<file path="src/rtl/mem_stage.sv">
// mem_stage: memory-access stage of the 5-stage MIPS pipeline (between ex_mem
// and mem_wb).
//
// Loads and stores go out over a single-outstanding req/ack data-memory bus.
// While a transfer is in flight the stage raises stall_req to hold the earlier
// pipeline stages. Non-memory instructions pass straight through with no added
// latency. Byte order is big-endian: lane 3 (dm_sel[3]) carries bits [31:24].
//
// Ports:
//   clk, rst            pipeline clock, asynchronous active-high reset
//   ex_wd/ex_wreg/ex_wdata    write-back triple from ex_mem
//   ex_mem_op           0 none, 1 LB, 2 LBU, 3 LH, 4 LHU, 5 LW, 6 SB, 7 SH,
//                       8 SW; 9-15 are treated as none
//   ex_mem_addr         effective byte address
//   ex_store_data       rt value for stores
//   dm_req/dm_we/dm_addr/dm_sel/dm_wdata   registered bus request
//   dm_rdata/dm_ack     bus response; dm_ack is a one-cycle completion strobe
//   stall_req           combinational hold of the earlier stages
//   align_err/bus_err   one-cycle error pulses (misaligned access / ack timeout)
//   mem_wd/mem_wreg/mem_wdata  write-back triple to mem_wb
module mem_stage #(
  parameter int ACK_TIMEOUT = 255,
  parameter int CNT_W       = 8
) (
  input  logic        clk,
  input  logic        rst,
  input  logic [4:0]  ex_wd,
  input  logic        ex_wreg,
  input  logic [31:0] ex_wdata,
  input  logic [3:0]  ex_mem_op,
  input  logic [31:0] ex_mem_addr,
  input  logic [31:0] ex_store_data,
  output logic        dm_req,
  output logic        dm_we,
  output logic [31:0] dm_addr,
  output logic [3:0]  dm_sel,
  output logic [31:0] dm_wdata,
  input  logic [31:0] dm_rdata,
  input  logic        dm_ack,
  output logic        stall_req,
  output logic        align_err,
  output logic        bus_err,
  output logic [4:0]  mem_wd,
  output logic        mem_wreg,
  output logic [31:0] mem_wdata
);

  localparam logic [3:0] OP_LB  = 4'd1;
  localparam logic [3:0] OP_LBU = 4'd2;
  localparam logic [3:0] OP_LH  = 4'd3;
  localparam logic [3:0] OP_LHU = 4'd4;
  localparam logic [3:0] OP_LW  = 4'd5;
  localparam logic [3:0] OP_SB  = 4'd6;
  localparam logic [3:0] OP_SH  = 4'd7;
  localparam logic [3:0] OP_SW  = 4'd8;

  localparam logic [CNT_W-1:0] CNT_LAST = CNT_W'(ACK_TIMEOUT - 1);

  typedef enum logic [1:0] {
    S_IDLE = 2'd0,
    S_BUSY = 2'd1,
    S_DONE = 2'd2
  } state_t;

  function automatic logic op_is_load(input logic [3:0] op);
    return (op >= OP_LB) && (op <= OP_LW);
  endfunction

  function automatic logic op_is_store(input logic [3:0] op);
    return (op >= OP_SB) && (op <= OP_SW);
  endfunction

  function automatic logic op_is_misaligned(input logic [3:0] op, input logic [1:0] off);
    logic mis;
    case (op)
      OP_LH, OP_LHU, OP_SH: mis = off[0];
      OP_LW, OP_SW:         mis = (off != 2'b00);
      default:              mis = 1'b0;
    endcase
    return mis;
  endfunction

  // Big-endian lane enables: offset 0 is the most significant byte.
  function automatic logic [3:0] lane_sel(input logic [3:0] op, input logic [1:0] off);
    logic [3:0] sel;
    case (op)
      OP_LB, OP_LBU, OP_SB: begin
        case (off)
          2'b00:   sel = 4'b1000;
          2'b01:   sel = 4'b0100;
          2'b10:   sel = 4'b0010;
          default: sel = 4'b0001;
        endcase
      end
      OP_LH, OP_LHU, OP_SH: sel = off[1] ? 4'b0011 : 4'b1100;
      OP_LW, OP_SW:         sel = 4'b1111;
      default:              sel = 4'b0000;
    endcase
    return sel;
  endfunction

  // Stores replicate the datum across every lane; dm_sel picks the live one.
  function automatic logic [31:0] store_rep(input logic [3:0] op, input logic [31:0] d);
    logic [31:0] r;
    case (op)
      OP_SB:   r = {4{d[7:0]}};
      OP_SH:   r = {2{d[15:0]}};
      OP_SW:   r = d;
      default: r = 32'h0000_0000;
    endcase
    return r;
  endfunction

  function automatic logic [31:0] load_extract(input logic [3:0] op, input logic [1:0] off,
                                               input logic [31:0] rd);
    logic [7:0]  b;
    logic [15:0] h;
    logic [31:0] r;
    case (off)
      2'b00:   b = rd[31:24];
      2'b01:   b = rd[23:16];
      2'b10:   b = rd[15:8];
      default: b = rd[7:0];
    endcase
    h = off[1] ? rd[15:0] : rd[31:16];
    case (op)
      OP_LB:   r = {{24{b[7]}}, b};
      OP_LBU:  r = {24'h00_0000, b};
      OP_LH:   r = {{16{h[15]}}, h};
      OP_LHU:  r = {16'h0000, h};
      OP_LW:   r = rd;
      default: r = 32'h0000_0000;
    endcase
    return r;
  endfunction

  state_t            state_q, state_d;
  logic              dm_req_q, dm_req_d;
  logic              dm_we_q, dm_we_d;
  logic [31:0]       dm_addr_q, dm_addr_d;
  logic [3:0]        dm_sel_q, dm_sel_d;
  logic [31:0]       dm_wdata_q, dm_wdata_d;
  logic [CNT_W-1:0]  cnt_q, cnt_d;
  logic [31:0]       data_q, data_d;
  logic              err_q, err_d;
  logic              align_err_q, align_err_d;
  logic              bus_err_q, bus_err_d;
  logic [3:0]        op_q, op_d;
  logic [1:0]        off_q, off_d;

  logic              ex_is_mem_s;
  logic              ex_mis_s;

  assign ex_is_mem_s = op_is_load(ex_mem_op) || op_is_store(ex_mem_op);
  assign ex_mis_s    = op_is_misaligned(ex_mem_op, ex_mem_addr[1:0]);

  // Next-state logic for the transfer FSM and its registered bus outputs.
  always_comb begin
    state_d     = state_q;
    dm_req_d    = dm_req_q;
    dm_we_d     = dm_we_q;
    dm_addr_d   = dm_addr_q;
    dm_sel_d    = dm_sel_q;
    dm_wdata_d  = dm_wdata_q;
    cnt_d       = cnt_q;
    data_d      = data_q;
    err_d       = err_q;
    op_d        = op_q;
    off_d       = off_q;
    align_err_d = 1'b0;
    bus_err_d   = 1'b0;
    case (state_q)
      S_IDLE: begin
        if (ex_is_mem_s && !ex_mis_s) begin
          dm_req_d   = 1'b1;
          dm_we_d    = op_is_store(ex_mem_op);
          dm_addr_d  = {ex_mem_addr[31:2], 2'b00};
          dm_sel_d   = lane_sel(ex_mem_op, ex_mem_addr[1:0]);
          dm_wdata_d = store_rep(ex_mem_op, ex_store_data);
          cnt_d      = '0;
          err_d      = 1'b0;
          op_d       = ex_mem_op;
          off_d      = ex_mem_addr[1:0];
          state_d    = S_BUSY;
        end else if (ex_is_mem_s) begin
          // Misaligned: dropped without touching the bus.
          align_err_d = 1'b1;
        end else begin
          state_d = S_IDLE;
        end
      end
      S_BUSY: begin
        // An ack on the expiry cycle wins over the timeout.
        if (dm_ack) begin
          dm_req_d = 1'b0;
          data_d   = load_extract(op_q, off_q, dm_rdata);
          state_d  = S_DONE;
        end else if (cnt_q == CNT_LAST) begin
          dm_req_d  = 1'b0;
          bus_err_d = 1'b1;
          err_d     = 1'b1;
          state_d   = S_DONE;
        end else begin
          cnt_d = cnt_q + CNT_W'(1);
        end
      end
      S_DONE: begin
        state_d = S_IDLE;
      end
      default: begin
        state_d  = S_IDLE;
        dm_req_d = 1'b0;
      end
    endcase
  end

  // State and bus-output registers.
  always_ff @(posedge clk or posedge rst) begin
    if (rst) begin
      state_q     <= S_IDLE;
      dm_req_q    <= 1'b0;
      dm_we_q     <= 1'b0;
      dm_addr_q   <= 32'h0000_0000;
      dm_sel_q    <= 4'b0000;
      dm_wdata_q  <= 32'h0000_0000;
      cnt_q       <= '0;
      data_q      <= 32'h0000_0000;
      err_q       <= 1'b0;
      align_err_q <= 1'b0;
      bus_err_q   <= 1'b0;
      op_q        <= 4'd0;
      off_q       <= 2'b00;
    end else begin
      state_q     <= state_d;
      dm_req_q    <= dm_req_d;
      dm_we_q     <= dm_we_d;
      dm_addr_q   <= dm_addr_d;
      dm_sel_q    <= dm_sel_d;
      dm_wdata_q  <= dm_wdata_d;
      cnt_q       <= cnt_d;
      data_q      <= data_d;
      err_q       <= err_d;
      align_err_q <= align_err_d;
      bus_err_q   <= bus_err_d;
      op_q        <= op_d;
      off_q       <= off_d;
    end
  end

  // Write-back triple and pipeline hold. Reset forces the hold and the write
  // enable low right away, even while the memory op is still on ex_mem.
  always_comb begin
    mem_wd    = ex_wd;
    mem_wdata = ex_wdata;
    mem_wreg  = 1'b0;
    stall_req = 1'b0;
    case (state_q)
      S_IDLE: begin
        if (!ex_is_mem_s) begin
          mem_wreg = ex_wreg;
        end else if (!ex_mis_s) begin
          stall_req = 1'b1;
        end else begin
          mem_wreg = 1'b0;
        end
      end
      S_BUSY: begin
        stall_req = 1'b1;
      end
      S_DONE: begin
        if (op_is_load(op_q) && !err_q) begin
          mem_wreg  = ex_wreg;
          mem_wdata = data_q;
        end else begin
          mem_wreg = 1'b0;
        end
      end
      default: begin
        stall_req = 1'b0;
      end
    endcase
    if (rst) begin
      stall_req = 1'b0;
      mem_wreg  = 1'b0;
    end else begin
      stall_req = stall_req;
    end
  end

  assign dm_req    = dm_req_q;
  assign dm_we     = dm_we_q;
  assign dm_addr   = dm_addr_q;
  assign dm_sel    = dm_sel_q;
  assign dm_wdata  = dm_wdata_q;
  assign align_err = align_err_q;
  assign bus_err   = bus_err_q;

endmodule

</file>
<file path="config.mk">
export PLATFORM = sky130hd
export DESIGN_NAME = mem_stage
export DESIGN_NICKNAME = d
export VERILOG_FILES = /design/src/rtl/mem_stage.sv
export SDC_FILE = /design/constraint.sdc
export NUM_CORES = 1
export LEC_CHECK = 0
export CAP_MARGIN = 30
export CORE_ASPECT_RATIO = 0.5
export CORE_MARGIN = 3
export CORE_UTILIZATION = 38
export CTS_BUF_LIST = sky130_fd_sc_hd__clkbuf_2
export CTS_CLUSTER_DIAMETER = 120
export DETAILED_ROUTE_END_ITERATION = 8
export GPL_ROUTABILITY_DRIVEN = 0
export PLACE_DENSITY = 0.77
export SYNTH_ARGS = -nofsm -noshare
export SYNTH_HDL_FRONTEND = slang
export SYNTH_SLANG_ARGS = --single-unit
</file>
<file path="constraint.sdc">
create_clock -name clk -period 5 [get_ports clk]
set_clock_uncertainty 0.1 [all_clocks]
set_input_delay 1 -clock clk [delete_from_list [all_inputs] [get_ports clk]]
set_output_delay 1 -clock clk [all_outputs]
set_load 0.05 [all_outputs]
</file>
* After elaboration in Yosys (flattened, before gate mapping)
Index checks and enable logic that the tools add are counted.
** Storage, ports and cells
- Bits in registers :: 119
- Logic and storage cells :: 110
- Input bits :: 141
** Operators by class
- Multiplexer cells :: 41
- Bitwise operators :: 1
- Equality and inequality tests :: 26
- Add/subtract/negate cells :: 1
- Reductions and logical operators :: 22
- Order comparisons :: 6
** Operators with widths (number)
- case mux 32 bit (5 select lines) :: 1
- case mux 32 bit (3 select lines) :: 1
- 2-to-1 mux 32 bit :: 2
- == test 4 x 3 -> 1 bit, second input constant :: 6
- 2-to-1 mux 8 bit :: 3
- case mux 4 bit (3 select lines) :: 2
- case mux 8 bit (3 select lines) :: 1
- 2-to-1 mux 1 bit :: 18
- == test 4 x 2 -> 1 bit, second input constant :: 4
- 2-to-1 mux 16 bit :: 1
- case mux 8 bit (2 select lines) :: 1
- adder 8 x 1 -> 8 bit, second input constant :: 1
- == test 4 x 1 -> 1 bit, second input constant :: 2
- == test 8 bit, second input constant :: 1
- >= comparator 4 x 1 -> 1 bit, second input constant :: 2
- <= comparator 4 x 3 -> 1 bit, second input constant :: 2
- 2-to-1 mux 2 bit :: 4
- != test 2 bit, second input constant :: 4
- case mux 1 bit (2 select lines) :: 4
- AND reduction 4 bit :: 2
- == test 2 x 1 -> 1 bit, second input constant :: 3
- == test 2 bit, second input constant :: 3
- logical NOT 2 bit :: 3
- != test 3 bit, second input constant :: 2
- other kinds (15) :: 24

* Logic depth before layout (Yosys ltp)
Gate-level depths: netlist of the first run.
- Word-level depth :: 7
- Mapped depth :: 7

* Worst setup path after synthesis of the first run
No wires, ideal clock.
- Path kind :: input to output
- Start :: input ex_mem_op[0]
- End :: output stall_req
- Setup slack :: 0.650 ns
- Arrival :: 3.250 ns
- Stages on the path :: 7
- Path buffers :: 3
- Cell sequence :: buf_2 nor4b_2 o21ai_1 and3_1 buf_2 buf_2 a211oi_1
** On the way
- Longest elaborated chain between the ends :: 7
- Elaborated cells between the ends (all ways) :: 19
- Those cells by class :: order compare: 4; eq/ne: 5; mux: 5; reduce/logical: 5
** RTL lines
- start: declaration :: line 30 : input logic [3:0] ex_mem_op,
- == test 4 x 2 -> 1 bit (tied with other cells) :: line 75 : case (op)
- OR reduction 3 bit or OR reduction 2 bit (tied branches) :: line 75
- case mux 1 bit (2 select lines) :: line 75
- 2-to-1 mux 1 bit :: line 261 : end else if (!ex_mis_s) begin
- 2-to-1 mux 1 bit (*) :: line 259 : if (!ex_is_mem_s) begin
- case mux 1 bit (2 select lines) (*) :: line 257 : case (state_q)
- 2-to-1 mux 1 bit (*) :: line 282 : if (rst) begin
- end: declaration :: line 40 : output logic stall_req,
Every way passes the cells marked *; elsewhere a longest branch is shown, timed or not.

* Worst setup path after layout of the first run
- Start :: register state_q[0]
- End :: output mem_wdata[17]
** On the way
- Longest elaborated chain between the ends :: 2
** RTL lines
- start: declaration :: line 137 : state_t state_q, state_d;
- start signal: assignment :: line 234 : state_q <= state_d;
- == test 2 bit :: line 257
- 2-to-1 mux 32 bit :: line 257
- end: declaration :: line 45 : output logic [31:0] mem_wdata
Every way passes these cells.

==> results.cfg, run 1 <==
[timing]
finalSetupViolCount = 0
finalHoldViolCount = 0
slew_headroom_pct = 41.07
fin_crit_sh_pct = 93.04
worst_slew_pin_slew_ps = 884.0
report.final.slew_viol_count = 0
period_needed_ps = 4652
rsz0062_at_grt = false
setup_ws_ps = 347.9
max_freq_mhz = 215.0
hold_slack_ps = 406.8
setup-tns-final_ps = 0

[place]
io_buffers = 239
hpwlAfterDp_mm = 14.23
dpl_worst_slack_ps = 899.9

[grt]
first_global_vias = 5605
grt_max_degree = 71
grt_remaining_overflow = 0
grt_pass1_wl_mm = 30.37
antenna_found_initial = 0
track_usage_pct = 20.77

[layout]
syn2layout_area_growth_pct = 44.36
final_common_cell = clkdlybuf4s50_1
most-common-layout-cells = clkdlybuf4s50_1 (237), dfrtp_1 (119), mux2_1 (81)
fin_nets = 932
seqCellArea_sq_um = 2978
fill_cells = 1351
antenna_cells = 0
drive_above_1_share_pct = 8.728
multi_input_area_sq_um = 2870

[logic_synthesis]
synthMuxAreaShare_pct = 20.30
synth_cell_types = 58
synth_seq_area_share_pct = 47.73
synthFlopType = dfrtp_1
synth_top_family_by_area = multiplexers
synth_area_per_cell_sq_um = 11.04
synth_edf_count = 0
synthArstFlopShare_pct = 100.0
yosys_warnings = 0
synthXorXnorAreaFrac_pct = 0.2808
syn_inst = 565
syn-cell-area_sq_um = 6238
synth_compound_area_share_pct = 15.64
ys_seq_elements = 119
synth_adder_area_share_pct = 0.5616
yosys.area_share.simple_pct = 8.965

[drt]
avgViaCountPerCell = 5.345
final_antenna_net_count = 0
drt-initial-drc-count = 209
avgRoutedWirePerCell_um = 18.59
vias = 5468
firstDrtPassIters = 4
wl_mm = 19.02
remaining_drc_errors = 0

[worst_setup_path]
r2r-start = state_q[0]
slowest_delay_ps = 710
cp-end-kind = output port
reg2reg_to = data_q[11]
worst-path-buf-inv = 2
critPathRequiredTime_ps = 3900
path_class = flop to output port
crit_fanout = 30
slowest_stage = clkdlybuf4s50_1
startpoint_type = flop
critical_path.top_delay_family = buffers and inverters
path_cells = or4b_1 -> a211oi_4 -> buf_4 -> mux2_1 -> clkdlybuf4s50_1
worstRegToRegCells = 4
reg2reg_setup_slack_ps = 2640
worstPathArrival_ps = 3550

[job]
cap_violations = 0

[clock_tree]
post_cts_buffers = 0
cts-hold-fix-buffers = 0
cts_root_buffer = clkbuf_2
clk_path_buf_depth = 2
htree_levels = 4
clk_pin_slew_ps = 210
ctsResizeCount = 0
clock-sinks = 119
cts_tree = built
numCtsBuffers = 17
clock_latency_ps = 640

[min_path]
hold_path.class = flop to flop
hold_path_end = dm_req
hp-start = dm_req
whs_path_depth = 1

[floorplan]
placementRows = 32
die_y_um = 96.60
die_x_um = 187.2
io_pins = 252
start_util_pct = 39.65
die_area_sq_um = 18080
coreArea_sq_um = 15740

[pwr]
seqPwrFrac_pct = 33.1
p_leak_nw = 3.694
p_per_area_nw_per_um2 = 561.0
pwr-share-comb_pct = 54.2
swShare_pct = 48.66
peakVddDrop_mv = 0.4620
switchingPower_w = 0.002458
power_w = 0.005052
p_clk_share_pct = 12.7
intPower_w = 0.002594

[outcome]
status = finished, final reports clean
==> worst max path at each step <==
stage | startpoint | endpoint | slack (ps) | depth (start not counted)
6_report | state_q[0] | mem_wdata[17] | 350 | 5
5_1_grt | state_q[0] | mem_wdata[20] | 120 | 5
4_1_cts | state_q[0] | mem_wdata[11] | 260 | 5
3_5_place_dp | ex_mem_op[3] | stall_req | 900 | 7
3_3_place_gp | ex_mem_op[3] | stall_req | 950 | 7
2_1_floorplan | ex_mem_op[0] | stall_req | 650 | 7
==> registers in the layout, indices dropped and copies added (netlist names) <==
name / flops
dm_sel: 4
err_q: 1
data_q: 32
op_q: 4
bus_err: 1
off_q: 2
dm_we: 1
align_err: 1
cnt_q: 8
dm_wdata: 32
state_q: 2
dm_req: 1
dm_addr: 30
==> cells by family after synthesis <==
family	count (synthesis)
multiplexers	110
XOR/XNOR	2
flip-flops	119
AO/OA/AOI/OAI	135
other	1
adder cells (fa/ha/maj)	3
AND/OR/NAND/NOR	109
buffers and inverters	86
==> per-stage QoR <==
step                      utilization (%)  cells  cell area [sq um]
after floorplan                         -    566               6242
after global placement              55.65    990               8756
after detailed placement            55.65    990               8756
after CTS                           57.15   1022               8992
after global routing                57.24   1023               9006
final                               57.24   1023               9006
==> final cells by class <==
type                            instances  share of cell area (%)
Clock buffer                           17                  0.9447
Multi-Input combinational cell        361                   31.87
Inverter                               39                   1.653
Timing Repair Buffer                  251                   27.72
Sequential cell                       119                   33.06
Clock inverter                         15                   1.681
Tap cell                              221                   3.070
==> metal layers <==
metal | up-vias | wire length (um) | GRT usage [%] | part of all wire, %
met5 | - | 0 | 0 | 0
li1 | 2515 | - | - | -
met1 | 2732 | 7971 | 25.43 | 42
met2 | 197 | 9440 | 35.98 | 50
met4 | 0 | 306 | 5.920 | 1.6
met3 | 24 | 1299 | 5.829 | 6.8
==> power groups by stage <==
stage          Combinational (W)  Sequential, W  Clock, W
4_1_cts                  0.00276        0.00168  0.000664
2_1_floorplan            0.00120        0.00231         0
6_report                 0.00274        0.00167  0.000643
3_3_place_gp             0.00271        0.00168         0
5_1_grt                  0.00289        0.00173  0.000710
3_5_place_dp             0.00275        0.00169         0
==> synthesized netlist by cell type (3+ instances only) <==
cell	instances	share of area (%)
dfrtp_1	119	48
mux2_1	81	15
nand2_1	41	2.5
inv_1	39	2.3
nor2_1	26	1.6
o21ai_0	21	1.7
a21oi_1	20	1.6
o32ai_1	17	2.4
a221o_1	16	2.6
a31oi_1	15	1.5
buf_4	15	1.8
clkbuf_1	15	0.90
mux2i_1	14	2.2
buf_2	13	1.0
a22oi_1	12	1.4
mux2_2	11	2.0
o21ai_1	9	0.72
nand3_1	6	0.48
and3_1	5	0.50
a32oi_1	4	0.56
and3b_1	4	0.56
mux4_2	4	1.4
nor2b_1	4	0.40
o2111ai_1	4	0.56
buf_1	3	0.18
nand2b_1	3	0.30
nor3_1	3	0.24
Power figures use the tool's default switching activity.
==> run 2: changes to the inputs <==
Settings changed: SLEW_MARGIN set to 10.
==> run 2 against run 1 <==
Net effect: critical path depth is the same; fmax is essentially flat; sequential cell count is the same; sequential share of layout area shrank 0.078 points; die area is the same; critical path type unchanged; largest power group unchanged; highest routed layer unchanged.
==> results.cfg, run 2 (synthesis gave the netlist of run 1 again) <==
[min_path]
hold_path.class = flop to flop
whs_path_depth = 1
hold_path_end = dm_req
hp-start = dm_req

[timing]
setup-tns-final_ps = 0
report.final.slew_viol_count = 0
rsz0062_at_grt = false
finalSetupViolCount = 0
fin_crit_sh_pct = 93.01
period_needed_ps = 4651
slew_headroom_pct = 42.34
finalHoldViolCount = 0
worst_slew_pin_slew_ps = 862.8
max_freq_mhz = 215.0

[grt]
gr-usage-met2_pct = 35.98
antenna_found_initial = 0
grt_max_degree = 71
met3_usage_pct = 5.829
first_global_vias = 5605
grt_remaining_overflow = 0
grt_pass1_wl_mm = 30.37
busiest_layer = met2
track_usage_pct = 20.77
grtUsageMet1_pct = 25.43

[worst_setup_path]
cp-end-kind = output port
worstRegToRegCells = 4
critPathRequiredTime_ps = 3900
r2r-start = state_q[0]
path_class = flop to output port
reg2reg_setup_slack_ps = 2600
reg2reg_to = data_q[11]
crit_fanout = 30
startpoint = state_q[0]
startpoint_type = flop
worstPathArrival_ps = 3550

[clock_tree]
post_cts_buffers = 0
clk_path_buf_depth = 2
clock-sinks = 119
cts_root_buffer = clkbuf_2
cts_tree = built
ctsResizeCount = 0
htree_levels = 4
clk_pin_slew_ps = 210
numCtsBuffers = 17
cts-hold-fix-buffers = 0
clock_latency_ps = 640

[drt]
drt-initial-drc-count = 238
remaining_drc_errors = 0
avgViaCountPerCell = 5.338
wl_mm = 19.04
vias = 5466
firstDrtPassIters = 4
final_antenna_net_count = 0
avgRoutedWirePerCell_um = 18.59

[job]
cap_violations = 0

[pwr]
p_leak_nw = 3.705
p_per_area_nw_per_um2 = 560.1
peakVddDrop_mv = 0.4620
seqPwrFrac_pct = 33.0
swShare_pct = 48.66
switchingPower_w = 0.002460
power_w = 0.005056
pwr-share-comb_pct = 54.2
intPower_w = 0.002596
p_clk_share_pct = 12.7

[layout]
fill_cells = 1346
fin_nets = 933
drive_above_1_share_pct = 8.842
most-common-layout-cells = clkdlybuf4s50_1 (237), dfrtp_1 (119), mux2_1 (81)
syn2layout_area_growth_pct = 44.71
antenna_cells = 0
final_common_cell = clkdlybuf4s50_1

[floorplan]
placementRows = 32
die_x_um = 187.2
io_pins = 252
die_area_sq_um = 18080
coreArea_sq_um = 15740
start_util_pct = 39.65
die_y_um = 96.60

[outcome]
status = finished, final reports clean

[place]
io_buffers = 239
hpwlAfterDp_mm = 14.23
==> run 2: cell types whose count changed in the layout (fill, tap and decap cells not counted), sizes merged <==
cell	before	now
buf	13	15
clkbuf	18	17
==> run 2: how the worst max path moves through the flow <==
| stage | to | slack (ps) | depth (start not counted) |
|---|---|---|---|
| 2_1_floorplan | stall_req | 650 | 7 |
| 3_3_place_gp | stall_req | 950 | 7 |
| 3_5_place_dp | stall_req | 900 | 7 |
| 4_1_cts | mem_wdata[11] | 260 | 5 |
| 5_1_grt | mem_wdata[20] | 120 | 5 |
| 6_report | mem_wdata[17] | 350 | 5 |
==> run 2: final cells by class <==
| cell class | instances | area, sq um | share of cell area [%] |
|---|---|---|---|
| Clock inverter | 15 | 151.4 | 1.677 |
| Inverter | 39 | 148.9 | 1.649 |
| Timing Repair Buffer | 252 | 2517 | 27.89 |
| Multi-Input combinational cell | 361 | 2870 | 31.79 |
| Sequential cell | 119 | 2978 | 32.99 |
| Tap cell | 221 | 276.5 | 3.063 |
| Clock buffer | 17 | 85.08 | 0.9425 |
==> run 2: metal layers <==
layer | up-vias | wire length (um)
li1 | 2521 | -
met1 | 2733 | 8007
met2 | 188 | 9431
met3 | 24 | 1289
met4 | 0 | 311
met5 | - | 0
==> run 2: metrics by stage <==
step / area, sq um / cells / hold slack, ps / util, % / worst slack, ps
finish: 9027 / 1024 / 407.0 / 57.37 / 349.3
global route: 9027 / 1024 / 423.1 / 57.37 / 116.4
detailed placement: 8756 / 990 / 368.8 / 55.65 / 899.9
floorplan: 6242 / 566 / 376.1 / - / 650.5
CTS: 8992 / 1022 / 415.0 / 57.15 / 257.8
global placement: 8756 / 990 / 367.3 / 55.65 / 948.2
==> run 2: power by group through the flow <==
stage	Sequential (W)	Clock, W	Combinational [W]
floorplan	0.00231	0	0.00120
global placement	0.00168	0	0.00271
detailed placement	0.00169	0	0.00275
CTS	0.00168	0.000664	0.00276
global route	0.00173	0.000710	0.00289
finish	0.00167	0.000643	0.00274
==> run 2: worst max-delay path, stage by stage, from the launching register on <==
cell and delay (ps):
dfrtp_1 520, or4b_1 560, a211oi_4 310, buf_4 420, mux2_1 390, clkdlybuf4s50_1 710
==> run 3: changes to the inputs <==
Settings changed: CTS_CLUSTER_DIAMETER 120 to 80.
==> results of run 3 <==
Same layout as run 2: the final DEF is identical, and so are final timing and power.
